## src/rtl/decode_queue_if.sv

```systemverilog
// Handshake bundle between fetch, decode_queue and execute.
// Defining RV_M_EXT_EN widens out_alu_op from 15 to 23 bits.
interface decode_queue_if #(
    parameter int XLEN = 64,
    parameter int PC_W = 64
);
`ifdef RV_M_EXT_EN
    localparam int ALU_W = 23;
`else
    localparam int ALU_W = 15;
`endif
    logic             flush;
    logic             in_valid;
    logic             in_ready;
    logic [PC_W-1:0]  in_pc;
    logic [31:0]      in_inst;
    logic             out_valid;
    logic             out_ready;
    logic [PC_W-1:0]  out_pc;
    logic [4:0]       out_rs1;
    logic [4:0]       out_rs2;
    logic [4:0]       out_rd;
    logic [XLEN-1:0]  out_imm;
    logic [1:0]       out_sel_src1;
    logic             out_sel_src2;
    logic [ALU_W-1:0] out_alu_op;
    logic [7:0]       out_bru_op;
    logic [6:0]       out_lsu_op;
    logic [1:0]       out_sel_rf_res;
    logic             out_rf_we;
    logic             out_illegal;

    modport master (
        output flush, in_valid, in_pc, in_inst, out_ready,
        input  in_ready, out_valid, out_pc, out_rs1, out_rs2, out_rd, out_imm,
               out_sel_src1, out_sel_src2, out_alu_op, out_bru_op, out_lsu_op,
               out_sel_rf_res, out_rf_we, out_illegal
    );
    modport slave (
        input  flush, in_valid, in_pc, in_inst, out_ready,
        output in_ready, out_valid, out_pc, out_rs1, out_rs2, out_rd, out_imm,
               out_sel_src1, out_sel_src2, out_alu_op, out_bru_op, out_lsu_op,
               out_sel_rf_res, out_rf_we, out_illegal
    );
endinterface

```

## src/rtl/decode_queue.sv

```systemverilog
// Instruction queue feeding a registered RV64I/RV32I decoder stage.
// Optional macro RV_M_EXT_EN adds M-extension decode on out_alu_op[22:15].
module decode_queue #(
    parameter int XLEN  = 64,
    parameter int DEPTH = 4,
    parameter int PC_W  = 64
) (
    input  logic          clock,
    input  logic          reset_n,
    decode_queue_if.slave bus
);
`ifdef RV_M_EXT_EN
    localparam int ALU_W = 23;
`else
    localparam int ALU_W = 15;
`endif
    localparam int AW = $clog2(DEPTH);
    // alu_op one-hot bit positions
    localparam int A_ADD = 0, A_SUB = 1, A_SLL = 2, A_SLT = 3, A_SLTU = 4;
    localparam int A_XOR = 5, A_SRL = 6, A_SRA = 7, A_OR = 8, A_AND = 9;
    localparam int A_ADDW = 10, A_SUBW = 11, A_SLLW = 12, A_SRLW = 13, A_SRAW = 14;
    localparam int A_MUL = 15;

    logic [PC_W-1:0] r_pc_q   [DEPTH];
    logic [31:0]     r_inst_q [DEPTH];
    logic [AW-1:0]   r_wr_ptr, r_rd_ptr;
    logic [AW:0]     r_count;

    logic             r_out_valid, r_out_src2, r_out_we, r_out_ill;
    logic [PC_W-1:0]  r_out_pc;
    logic [4:0]       r_out_rs1, r_out_rs2, r_out_rd;
    logic [XLEN-1:0]  r_out_imm;
    logic [1:0]       r_out_src1, r_out_rfres;
    logic [ALU_W-1:0] r_out_alu;
    logic [7:0]       r_out_bru;
    logic [6:0]       r_out_lsu;

    logic w_push, w_pop;
    assign bus.in_ready = (r_count != (AW+1)'(DEPTH));
    assign w_push = bus.in_valid && bus.in_ready && !bus.flush;
    assign w_pop  = (r_count != '0) && (!r_out_valid || bus.out_ready) && !bus.flush;

    always_ff @(posedge clock) begin
        if (w_push) begin
            r_pc_q[r_wr_ptr]   <= bus.in_pc;
            r_inst_q[r_wr_ptr] <= bus.in_inst;
        end
    end

    always_ff @(posedge clock or negedge reset_n) begin
        if (!reset_n) begin
            r_wr_ptr <= '0;
            r_rd_ptr <= '0;
            r_count  <= '0;
        end else if (bus.flush) begin
            r_wr_ptr <= '0;
            r_rd_ptr <= '0;
            r_count  <= '0;
        end else begin
            if (w_push) r_wr_ptr <= r_wr_ptr + 1'b1;
            if (w_pop)  r_rd_ptr <= r_rd_ptr + 1'b1;
            r_count <= r_count + (AW+1)'(w_push) - (AW+1)'(w_pop);
        end
    end

    logic [31:0]      w_inst;
    logic [6:0]       w_opc, w_f7;
    logic [2:0]       w_f3;
    logic [XLEN-1:0]  w_imm_i, w_imm_s, w_imm_b, w_imm_u, w_imm_j, w_shamt, w_shamt_w;
    logic             w_sh_lo, w_sh_ar;
    logic [XLEN-1:0]  w_imm;
    logic [1:0]       w_src1, w_rfres;
    logic             w_src2, w_we, w_ill;
    logic [ALU_W-1:0] w_alu;
    logic [7:0]       w_bru;
    logic [6:0]       w_lsu;

    assign w_inst    = r_inst_q[r_rd_ptr];
    assign w_opc     = w_inst[6:0];
    assign w_f3      = w_inst[14:12];
    assign w_f7      = w_inst[31:25];
    assign w_imm_i   = XLEN'($signed(w_inst[31:20]));
    assign w_imm_s   = XLEN'($signed({w_inst[31:25], w_inst[11:7]}));
    assign w_imm_b   = XLEN'($signed({w_inst[31], w_inst[7], w_inst[30:25], w_inst[11:8], 1'b0}));
    assign w_imm_u   = XLEN'($signed({w_inst[31:12], 12'b0}));
    assign w_imm_j   = XLEN'($signed({w_inst[31], w_inst[19:12], w_inst[20], w_inst[30:21], 1'b0}));
    assign w_shamt_w = XLEN'(w_inst[24:20]);
    // RV64 shifts borrow inst[25] as shamt[5]; RV32 requires it clear
    assign w_shamt   = (XLEN == 64) ? XLEN'(w_inst[25:20]) : w_shamt_w;
    assign w_sh_lo   = (XLEN == 64) ? (w_inst[31:26] == 6'b000000) : (w_f7 == 7'b0000000);
    assign w_sh_ar   = (XLEN == 64) ? (w_inst[31:26] == 6'b010000) : (w_f7 == 7'b0100000);

    always_comb begin
        w_imm = '0; w_src1 = '0; w_src2 = 1'b0; w_rfres = '0; w_we = 1'b0; w_ill = 1'b0;
        w_alu = '0; w_bru = '0; w_lsu = '0;
        case (w_opc)
            7'b0110111: begin w_alu[A_ADD] = 1'b1; w_src1 = 2'b10; w_src2 = 1'b1; w_imm = w_imm_u; w_we = 1'b1; end
            7'b0010111: begin w_alu[A_ADD] = 1'b1; w_src1 = 2'b01; w_src2 = 1'b1; w_imm = w_imm_u; w_we = 1'b1; end
            7'b1101111: begin w_bru[7] = 1'b1; w_imm = w_imm_j; w_rfres = 2'b01; w_we = 1'b1; end
            7'b1100111: begin
                w_bru[6] = 1'b1; w_imm = w_imm_i; w_rfres = 2'b01; w_we = 1'b1;
                if (w_f3 != 3'd0) w_ill = 1'b1;
            end
            7'b1100011: begin
                w_imm = w_imm_b;
                case (w_f3)
                    3'd0: w_bru[5] = 1'b1;
                    3'd1: w_bru[4] = 1'b1;
                    3'd4: w_bru[3] = 1'b1;
                    3'd5: w_bru[2] = 1'b1;
                    3'd6: w_bru[1] = 1'b1;
                    3'd7: w_bru[0] = 1'b1;
                    default: w_ill = 1'b1;
                endcase
            end
            7'b0000011: begin
                w_alu[A_ADD] = 1'b1; w_src2 = 1'b1; w_imm = w_imm_i; w_rfres = 2'b10; w_we = 1'b1;
                w_lsu = {1'b1, 1'b0, 4'b0001 << w_f3[1:0], w_f3[2]};
                if (w_f3 == 3'd7 || ((w_f3 == 3'd3 || w_f3 == 3'd6) && XLEN != 64)) w_ill = 1'b1;
            end
            7'b0100011: begin
                w_alu[A_ADD] = 1'b1; w_src2 = 1'b1; w_imm = w_imm_s;
                w_lsu = {1'b1, 1'b1, 4'b0001 << w_f3[1:0], 1'b0};
                if (w_f3[2] || (w_f3 == 3'd3 && XLEN != 64)) w_ill = 1'b1;
            end
            7'b0010011: begin
                w_src2 = 1'b1; w_imm = w_imm_i; w_we = 1'b1;
                case (w_f3)
                    3'd0: w_alu[A_ADD]  = 1'b1;
                    3'd2: w_alu[A_SLT]  = 1'b1;
                    3'd3: w_alu[A_SLTU] = 1'b1;
                    3'd4: w_alu[A_XOR]  = 1'b1;
                    3'd6: w_alu[A_OR]   = 1'b1;
                    3'd7: w_alu[A_AND]  = 1'b1;
                    3'd1: begin w_imm = w_shamt; w_alu[A_SLL] = 1'b1; w_ill = !w_sh_lo; end
                    default: begin
                        w_imm = w_shamt;
                        if (w_sh_lo)      w_alu[A_SRL] = 1'b1;
                        else if (w_sh_ar) w_alu[A_SRA] = 1'b1;
                        else              w_ill = 1'b1;
                    end
                endcase
            end
            7'b0011011: begin
                w_src2 = 1'b1; w_imm = w_imm_i; w_we = 1'b1; w_ill = (XLEN != 64);
                case (w_f3)
                    3'd0: w_alu[A_ADDW] = 1'b1;
                    3'd1: begin w_imm = w_shamt_w; w_alu[A_SLLW] = 1'b1; if (w_f7 != 7'b0) w_ill = 1'b1; end
                    3'd5: begin
                        w_imm = w_shamt_w;
                        if (w_f7 == 7'b0000000)      w_alu[A_SRLW] = 1'b1;
                        else if (w_f7 == 7'b0100000) w_alu[A_SRAW] = 1'b1;
                        else                         w_ill = 1'b1;
                    end
                    default: w_ill = 1'b1;
                endcase
            end
            7'b0110011: begin
                w_we = 1'b1;
                case (w_f7)
                    7'b0000000: case (w_f3)
                        3'd0: w_alu[A_ADD]  = 1'b1;
                        3'd1: w_alu[A_SLL]  = 1'b1;
                        3'd2: w_alu[A_SLT]  = 1'b1;
                        3'd3: w_alu[A_SLTU] = 1'b1;
                        3'd4: w_alu[A_XOR]  = 1'b1;
                        3'd5: w_alu[A_SRL]  = 1'b1;
                        3'd6: w_alu[A_OR]   = 1'b1;
                        default: w_alu[A_AND] = 1'b1;
                    endcase
                    7'b0100000: begin
                        if (w_f3 == 3'd0)      w_alu[A_SUB] = 1'b1;
                        else if (w_f3 == 3'd5) w_alu[A_SRA] = 1'b1;
                        else                   w_ill = 1'b1;
                    end
`ifdef RV_M_EXT_EN
                    7'b0000001: w_alu[A_MUL + int'(w_f3)] = 1'b1;
`endif
                    default: w_ill = 1'b1;
                endcase
            end
            7'b0111011: begin
                w_we = 1'b1; w_ill = (XLEN != 64);
                case (w_f7)
                    7'b0000000: case (w_f3)
                        3'd0: w_alu[A_ADDW] = 1'b1;
                        3'd1: w_alu[A_SLLW] = 1'b1;
                        3'd5: w_alu[A_SRLW] = 1'b1;
                        default: w_ill = 1'b1;
                    endcase
                    7'b0100000: begin
                        if (w_f3 == 3'd0)      w_alu[A_SUBW] = 1'b1;
                        else if (w_f3 == 3'd5) w_alu[A_SRAW] = 1'b1;
                        else                   w_ill = 1'b1;
                    end
`ifdef RV_M_EXT_EN
                    // mulw/divw/divuw/remw/remuw share the full-width op bits
                    7'b0000001: begin
                        if (w_f3 == 3'd1 || w_f3 == 3'd2 || w_f3 == 3'd3) w_ill = 1'b1;
                        else w_alu[A_MUL + int'(w_f3)] = 1'b1;
                    end
`endif
                    default: w_ill = 1'b1;
                endcase
            end
            7'b1110011: w_ill = !(w_inst == 32'h0000_0073 || w_inst == 32'h0010_0073);
            default:    w_ill = 1'b1;
        endcase
        if (w_ill) begin
            w_alu = '0; w_bru = '0; w_lsu = '0; w_src1 = '0; w_src2 = 1'b0; w_rfres = '0; w_we = 1'b0;
        end
        if (w_inst[11:7] == 5'd0) w_we = 1'b0;
    end

    always_ff @(posedge clock or negedge reset_n) begin
        if (!reset_n) begin
            r_out_valid <= 1'b0; r_out_pc <= '0; r_out_rs1 <= '0; r_out_rs2 <= '0; r_out_rd <= '0;
            r_out_imm <= '0; r_out_src1 <= '0; r_out_src2 <= 1'b0; r_out_alu <= '0; r_out_bru <= '0;
            r_out_lsu <= '0; r_out_rfres <= '0; r_out_we <= 1'b0; r_out_ill <= 1'b0;
        end else if (bus.flush) begin
            r_out_valid <= 1'b0;
        end else if (w_pop) begin
            r_out_valid <= 1'b1;
            r_out_pc    <= r_pc_q[r_rd_ptr];
            r_out_rs1   <= w_inst[19:15];
            r_out_rs2   <= w_inst[24:20];
            r_out_rd    <= w_inst[11:7];
            r_out_imm   <= w_imm;
            r_out_src1  <= w_src1;
            r_out_src2  <= w_src2;
            r_out_alu   <= w_alu;
            r_out_bru   <= w_bru;
            r_out_lsu   <= w_lsu;
            r_out_rfres <= w_rfres;
            r_out_we    <= w_we;
            r_out_ill   <= w_ill;
        end else if (bus.out_ready) begin
            r_out_valid <= 1'b0;
        end
    end

    assign bus.out_valid      = r_out_valid;
    assign bus.out_pc         = r_out_pc;
    assign bus.out_rs1        = r_out_rs1;
    assign bus.out_rs2        = r_out_rs2;
    assign bus.out_rd         = r_out_rd;
    assign bus.out_imm        = r_out_imm;
    assign bus.out_sel_src1   = r_out_src1;
    assign bus.out_sel_src2   = r_out_src2;
    assign bus.out_alu_op     = r_out_alu;
    assign bus.out_bru_op     = r_out_bru;
    assign bus.out_lsu_op     = r_out_lsu;
    assign bus.out_sel_rf_res = r_out_rfres;
    assign bus.out_rf_we      = r_out_we;
    assign bus.out_illegal    = r_out_ill;
endmodule

```

## src/flat_wrapper.sv

```systemverilog
// flat-port wrapper written by rule: the top's interface ports become plain ports
module decode_queue_flat 
#(
    parameter int XLEN  = 64,
    parameter int DEPTH = 4,
    parameter int PC_W  = 64
)
  (clock, reset_n, bus_flush, bus_in_valid, bus_in_pc, bus_in_inst, bus_out_ready, bus_in_ready, bus_out_valid, bus_out_pc, bus_out_rs1, bus_out_rs2, bus_out_rd, bus_out_imm, bus_out_sel_src1, bus_out_sel_src2, bus_out_alu_op, bus_out_bru_op, bus_out_lsu_op, bus_out_sel_rf_res, bus_out_rf_we, bus_out_illegal);
  decode_queue_if #(.XLEN(XLEN), .PC_W(PC_W)) bus_i ();
  input  logic clock;
  input  logic reset_n;
  input wire logic [$bits(bus_i.flush)-1:0] bus_flush;
  input wire logic [$bits(bus_i.in_valid)-1:0] bus_in_valid;
  input wire logic [$bits(bus_i.in_pc)-1:0] bus_in_pc;
  input wire logic [$bits(bus_i.in_inst)-1:0] bus_in_inst;
  input wire logic [$bits(bus_i.out_ready)-1:0] bus_out_ready;
  output wire logic [$bits(bus_i.in_ready)-1:0] bus_in_ready;
  output wire logic [$bits(bus_i.out_valid)-1:0] bus_out_valid;
  output wire logic [$bits(bus_i.out_pc)-1:0] bus_out_pc;
  output wire logic [$bits(bus_i.out_rs1)-1:0] bus_out_rs1;
  output wire logic [$bits(bus_i.out_rs2)-1:0] bus_out_rs2;
  output wire logic [$bits(bus_i.out_rd)-1:0] bus_out_rd;
  output wire logic [$bits(bus_i.out_imm)-1:0] bus_out_imm;
  output wire logic [$bits(bus_i.out_sel_src1)-1:0] bus_out_sel_src1;
  output wire logic [$bits(bus_i.out_sel_src2)-1:0] bus_out_sel_src2;
  output wire logic [$bits(bus_i.out_alu_op)-1:0] bus_out_alu_op;
  output wire logic [$bits(bus_i.out_bru_op)-1:0] bus_out_bru_op;
  output wire logic [$bits(bus_i.out_lsu_op)-1:0] bus_out_lsu_op;
  output wire logic [$bits(bus_i.out_sel_rf_res)-1:0] bus_out_sel_rf_res;
  output wire logic [$bits(bus_i.out_rf_we)-1:0] bus_out_rf_we;
  output wire logic [$bits(bus_i.out_illegal)-1:0] bus_out_illegal;
  assign bus_i.flush = bus_flush;
  assign bus_i.in_valid = bus_in_valid;
  assign bus_i.in_pc = bus_in_pc;
  assign bus_i.in_inst = bus_in_inst;
  assign bus_i.out_ready = bus_out_ready;
  assign bus_in_ready = bus_i.in_ready;
  assign bus_out_valid = bus_i.out_valid;
  assign bus_out_pc = bus_i.out_pc;
  assign bus_out_rs1 = bus_i.out_rs1;
  assign bus_out_rs2 = bus_i.out_rs2;
  assign bus_out_rd = bus_i.out_rd;
  assign bus_out_imm = bus_i.out_imm;
  assign bus_out_sel_src1 = bus_i.out_sel_src1;
  assign bus_out_sel_src2 = bus_i.out_sel_src2;
  assign bus_out_alu_op = bus_i.out_alu_op;
  assign bus_out_bru_op = bus_i.out_bru_op;
  assign bus_out_lsu_op = bus_i.out_lsu_op;
  assign bus_out_sel_rf_res = bus_i.out_sel_rf_res;
  assign bus_out_rf_we = bus_i.out_rf_we;
  assign bus_out_illegal = bus_i.out_illegal;
  decode_queue #(.XLEN(XLEN), .DEPTH(DEPTH), .PC_W(PC_W)) u_core (.clock(clock), .reset_n(reset_n), .bus(bus_i));
endmodule
```

## config.mk

```make
export PLATFORM = sky130hd
export DESIGN_NAME = decode_queue_flat
export DESIGN_NICKNAME = d
export VERILOG_FILES = /design/src/rtl/decode_queue_if.sv /design/src/rtl/decode_queue.sv /design/src/flat_wrapper.sv
export SDC_FILE = /design/constraint.sdc
export NUM_CORES = 1
export LEC_CHECK = 0
export ABC_CLOCK_PERIOD_IN_PS = 4200
export CORE_MARGIN = 3
export CORE_UTILIZATION = 57
export CTS_BUF_LIST = sky130_fd_sc_hd__clkbuf_8
export DETAILED_ROUTE_END_ITERATION = 10
export PLACE_DENSITY = 0.92
export SLEW_MARGIN = 20
export SYNTH_ARGS = -nofsm -noshare
export SYNTH_HDL_FRONTEND = slang
export SYNTH_SLANG_ARGS = --single-unit
```

## constraint.sdc

```tcl
create_clock -name clock -period 4.2 [get_ports clock]
set_clock_uncertainty 0.1 [all_clocks]
set_input_delay 1.05 -clock clock [delete_from_list [all_inputs] [get_ports clock]]
set_output_delay 1.05 -clock clock [all_outputs]
set_load 0.1 [all_outputs]
```

Word-level counts from Yosys, hierarchy flattened
Memories as Yosys holds them, arrays and structs flattened. A register that Yosys moved wholly into a read port is not among the register bits. Index checks and enable logic that the tools add are counted.

$add $sub $neg: 4. Equal/unequal tests: 24. Shifts and indexed selects: 1. Mux-type cells: 75. Bitwise operators: 1. Reduce and logical (&&, ||, !) cells: 35.

Operator list (number): 64-bit one-hot mux with 7 select lines (1); 64-bit 2-to-1 mux (2); 1-bit 2-to-1 mux (44); 7-bit by 6-bit equality test with 1-bit output, second input constant (5); 32-bit by 21-bit equality test with 1-bit output, second input constant (1); 32-bit by 7-bit equality test with 1-bit output, second input constant (1); 7-bit equality test, second input constant (4); 7-bit by 5-bit equality test with 1-bit output, second input constant (3); 2-bit 2-to-1 mux (10); 6-bit OR reduction (3); 8-bit one-hot mux with 2 select lines (1); 15-bit 2-to-1 mux (1); 7-bit one-hot mux with 2 select lines (1); 7-bit OR reduction (2); 3-bit equality test, second input constant (4); 1-bit one-hot mux with 10 select lines (1); 3-bit nonzero test (3); 9-bit OR reduction (1); 8-bit 2-to-1 mux (1); 1-bit one-hot mux with 2 select lines (4); 2-bit one-hot mux with 2 select lines (2); 2-bit OR reduction (4); 7-bit by 2-bit equality test with 1-bit output, second input constant (1); 7-bit zero test (1); other kinds (26) (39).

Register bits: 124. Memory bits (writable): 384. Input port bits: 101. Output and inout port bits: 182. Word-level logic and storage cells: 158. Memories: 2.

Memories: u_core.r_pc_q (words 4, width 64, read ports 1, clocked after Yosys merged registers in 1, wr ports 1, RTL line decode_queue.sv:24) `logic [PC_W-1:0] r_pc_q [DEPTH];`; u_core.r_inst_q (words 4, width 32, read ports 1, clocked after Yosys merged registers in 0, wr ports 1, RTL line decode_queue.sv:25) `logic [31:0] r_inst_q [DEPTH];`.

Logic depth before layout (Yosys ltp)
An unclocked memory read counts as a cell.

Depth in word-level cells: 8. Mapped depth: 12. Depth with buffers taken out: 10.

Worst setup path after synthesis
Ideal clock, no wire load.

Path type: register to register. Start point: register u_core.r_count[1]. End point: memory u_core.r_inst_q[0][0], enable pin. Library setup time: 0.466 ns. Arrival time: 3.933 ns. Data required time: 3.634 ns. Slack: -0.298 ns. Stages on the path, launching flop included: 6. Path buffers: 0. Period minus slack after synthesis: 4.498 ns. Cells stage by stage: dfrtp_1 > inv_1 > nand3_1 > nand2_1 > nor2_1 > and2_1.

Longest elaborated chain between the ends: 5.

Ends and longest elaborated chain: from (decl) (RTL line decode_queue.sv:27) `logic [AW:0] r_count;`; from (signal assigned) (RTL line decode_queue.sv:62) `r_count <= r_count + (AW+1)'(w_push) - (AW+1)'(w_pop);`; 3-bit != test (RTL line decode_queue.sv:39) `assign bus.in_ready = (r_count != (AW+1)'(DEPTH));`; via bus_in_ready (RTL line flat_wrapper.sv:17) `output wire logic [$bits(bus_i.in_ready)-1:0] bus_in_ready;`; 1-bit logical AND (2 in series) (RTL line decode_queue.sv:40) `assign w_push = bus.in_valid && bus.in_ready && !bus.flush;`; 1-bit 2-to-1 mux (RTL line decode_queue.sv:44) `if (w_push) begin`; 1-bit 2-to-1 mux (implied by the code) (RTL line decode_queue.sv:46) `r_inst_q[r_wr_ptr] <= bus.in_inst;`; to (decl) (RTL line decode_queue.sv:25).

The timed path passes the listed nets, and every way through them passes these cells.

Final worst setup path
Start point: register u_core.r_rd_ptr[0]. End point: register u_core.r_out_imm[20] (netlist: u_core.bus.out_imm[20]).

Longest elaborated chain between the ends: 5. Elaborated cells between the ends (all ways): 25. Those cells by class: eq/ne: 16; mux: 3; reduce/logical: 5; memory: 1.

Ends and longest elaborated chain: from (decl) (RTL line decode_queue.sv:26) `logic [AW-1:0] r_wr_ptr, r_rd_ptr;`; from (signal assigned) (RTL line decode_queue.sv:61) `if (w_pop) r_rd_ptr <= r_rd_ptr + 1'b1;`; memory 4 x 32 bit *; 3-bit by 2-bit equality test with 1-bit output (tied with other cells) (RTL line decode_queue.sv:128) `case (w_f3)`; 6-bit OR reduction (no line) or 2-bit OR reduction (tied branches); 64-bit 2-to-1 mux (on tied branches) (RTL line decode_queue.sv:128, decode_queue.sv:146); 64-bit one-hot mux with 7 select lines * (RTL line decode_queue.sv:96) `case (w_opc)`; to (signal assigned) (RTL line decode_queue.sv:228) `r_out_imm <= w_imm;`; to (decl) (RTL line decode_queue.sv:32) `logic [XLEN-1:0] r_out_imm;`.

Every way passes the cells marked *; elsewhere a longest branch is shown, timed or not. A chain may end at the register's enable or synchronous reset.

==> flow_metrics.py <==
metrics = {
    "timing": {
        "finalSetupTns_ns": 0,
        "worst_pin_slew_ns": 1.07,
        "clock.fmax_ghz": 0.283,
        "setup_viol": 0,
        "drv_slew": 0,
        "fin_crit_ns": 3.53,
        "rsz0062_at_grt": "no",
        "hold_viol": 0,
        "finalCritPeriodShare_pct": 84.1,
        "slew_headroom_pct": 28.7,
    },
    "layout": {
        "final_nets": 1690,
        "fin_util_pct": 71.6,
        "final_layout_size_suffix_gt1_share_pct": 17.7,
        "design_area_um2": 25600,
        "syn_to_final_growth_pct": 23.1,
    },
    "synth": {
        "netlist_area_um2": 20800,
        "ys.flop_type": "edfxtp_1",
        "avgSynthCellArea_um2": 16.2,
        "yosysTopAreaCellShare_pct": 55.4,
        "async_flop_share_pct": 28.9,
        "synth_fp_nets": 1393,
        "synthDistinctLibCells": 54,
        "ys_top_cells_by_area": "edfxtp_1 (55%), dfrtp_1 (19%), mux4_2 (10%), nand2_1 (5.7%), buf_4 (1.2%)",
        "ys_seq_elements": 540,
        "synth_largest_area_cell": "edfxtp_1",
        "ys_seq_area_share_pct": 74.2,
        "synth_edf_count": 384,
        "yosysWarnings": 0,
        "synth_cells": 1285,
    },
    "die": {
        "io_pins": 283,
        "coreArea_um2": 35700,
        "fp-row-count": 69,
        "dieArea_um2": 38800,
        "dieHeight_um": 197,
        "initial_utilization_pct": 58.2,
        "die_w_um": 197,
    },
    "drt": {
        "drtIter0Drc": 1222,
        "drc": 0,
        "dr.pass1.iters": 6,
        "postRouteAntennaNets": 0,
        "viasPerCell": 5.89,
        "routedWlPerCell_um": 23.5,
        "dr_total_vias": 12500,
        "drt-total-wl_mm": 49.7,
    },
    "worst_setup_path": {
        "crit_type": "register to register",
        "start_kind": "register",
        "path_max_fanout": 19,
        "required_ns": 4.63,
        "crit_path_end_kind": "register",
        "arrival_ns": 3.96,
        "slowest_stage": "mux4_2",
        "critPathMaxStageDelay_ns": 0.74,
        "cp_cell_sequence": "mux4_2 > or4b_1 > nor3_2 > a311oi_1 > nor2b_1 > buf_4 > a21oi_1 > o21ai_0",
    },
    "clock_network": {
        "cts_setup_buffers": 0,
        "htree_levels": 3,
        "ctsResizeCount": 0,
        "cts_tree": "yes",
        "cts_buffers": 83,
        "clock_latency_ns": 0.64,
        "clk_path_buf_depth": 3,
        "cts-root-buf": "clkbuf_8",
        "path_clk_slew_ns": 0.06,
        "hold_buffers": 0,
        "cts.sinks": 540,
    },
    "power_and_ir_drop": {
        "ir_worst_vdd_mv": 0.725,
        "power.leakage_nw": 9.55,
        "p_total_mw": 19.4,
        "powerDensity_nw_per_um2": 758,
    },
    "place": {
        "globalplace.congestion": 0.933,
        "portBuffers": 282,
        "dpl-instance-area_um2": 23900,
        "dpl.hpwl_mm": 31.7,
    },
    "grt": {
        "grt_use_total_pct": 26.0,
        "gr-total-overflow": 0,
        "grt_pass1_vias": 13100,
        "grt_antenna_before_repair": 7,
        "grt_first_pass_wirelength_mm": 75.9,
        "grt_max_degree": 176,
    },
    "worst_hold_path": {
        "hp-class": "input port to async pin",
    },
    "run_status": {
        "outcome": "finished clean",
    },
    "run": {
        "cap_viol_max_count": 0,
    },
}
## path summary, 6_finish.rpt
kind / start / to / slack (ns) / cells past startpoint
max: u_core.r_rd_ptr[0] / u_core.bus.out_imm[20] / 0.67 / 8
min: reset_n / u_core.bus.out_pc[28] / 0.28 / 1
max reg2reg: u_core.r_rd_ptr[0] / u_core.bus.out_imm[20] / 0.67 / 8
min reg2reg: u_core.bus.out_rs2[1] / u_core.bus.out_rs2[1] / 0.37 / 2
max in group asynchronous: reset_n / u_core.bus.out_lsu_op[6] / 2.94 / 2
min in group clock: u_core.bus.out_rs2[1] / u_core.bus.out_rs2[1] / 0.37 / 2
## metal layers
metal	wire length, µm	track usage (%)	vias up
met5	40	0	-
met4	1530	9.64	6
met3	4890	6.96	140
met2	24600	42.5	751
met1	18700	34.2	6205
li1	-	-	5352
## layout make-up
type	count	area, µm²
Timing Repair Buffer	308	3050
Clock inverter	56	308
Inverter	12	46.3
Clock buffer	98	1350
Sequential cell	540	15400
Fill cell	2127	10100
Antenna cell	4	10.0
Tap cell	461	577
Multi-Input combinational cell	637	4820
## cell usage after synthesis, types with 2 or more instances
master	instances
a211oi_1	2
nand2b_1	8
o21ai_1	20
inv_1	12
nand2_1	315
xnor2_1	4
nor3_1	8
nand3_1	9
o211ai_1	2
nor2_1	26
buf_2	12
or2_1	2
and3_1	7
buf_1	6
xor2_1	2
edfxtp_1	384
nor4_1	2
ha_1	6
nand4_1	2
a32o_1	9
o21ai_0	29
a21oi_1	27
a22o_1	14
dfrtp_1	156
a31oi_1	3
nand3b_1	2
a22oi_1	4
nor2b_1	8
buf_6	3
or3_1	2
mux4_2	95
buf_4	32
clkbuf_1	43
and2_1	9
## layout by cell type, fill, tap and decap left out, types with 5 or more instances in the layout
cell,count
clkdlybuf4s50_1,242
clkbuf_8,98
dfrtp_1,154
buf_4,55
o21ai_0,29
nand2b_1,7
clkinv_1,8
nand3_1,9
and2_1,5
inv_1,40
nand2_1,315
nor2b_1,8
a21oi_1,27
buf_12,10
nor2_1,26
and3_1,7
clkinv_2,11
mux4_2,95
a22o_1,14
o21ai_1,20
nor3_1,8
ha_1,6
edfxtp_1,384
a32o_1,9
## critical path: cells and delay by family, from the launching register on
kind	cells	cell delay (ns)
muxes	1	0.74
buffers and inverters	1	0.24
AOI/OAI and AO/OA	3	0.41
and+or+nand+nor	3	1.23
DFF	1	0.69
## state kept, by name (all words and copies together), names as in the netlist, 5 cells and up
| register | flops |
|---|---|
| u_core.r_pc_q | 256 |
| u_core.bus.out_pc | 64 |
| u_core.r_inst_q | 128 |
| u_core.bus.out_imm | 32 |
| u_core.bus.out_bru_op | 8 |
| u_core.bus.out_rd | 5 |
| u_core.bus.out_rs2 | 5 |
| u_core.bus.out_alu_op | 15 |
| u_core.bus.out_rs1 | 5 |
| u_core.bus.out_lsu_op | 7 |
## metrics by stage
step / setup WS, ns / instances / hold WS [ns]
floorplan: 0.762 / 1285 / 0.440
global placement: 0.498 / 1958 / 0.359
detailed placement: 0.473 / 1958 / 0.361
CTS: 0.692 / 2112 / 0.233
global route: 0.446 / 2114 / 0.273
finish: 0.669 / 2116 / 0.276
## power by group
group | switching, mW | internal (mW) | total (mW)
clock network | 2.01 | 2.26 | 4.27
registers | 0.459 | 6.46 | 6.92
logic | 6.20 | 2.03 | 8.22
## cell families (layout without fill, tap and decap cells)
| logic type | after synthesis | in the layout | synth area share (%) |
|---|---|---|---|
| AO/OA/AOI/OAI | 120 | 120 | 3.65 |
| XOR/XNOR | 6 | 6 | 0.253 |
| adder cells (fa/ha/maj) | 7 | 7 | 0.457 |
| buffers and inverters | 108 | 474 | 2.71 |
| flip-flops | 540 | 540 | 74.2 |
| multiplexers | 96 | 96 | 10.4 |
| other | 0 | 4 | 0 |
| AND/OR/NAND/NOR | 408 | 408 | 8.31 |
(Power assumes the default switching activity.)
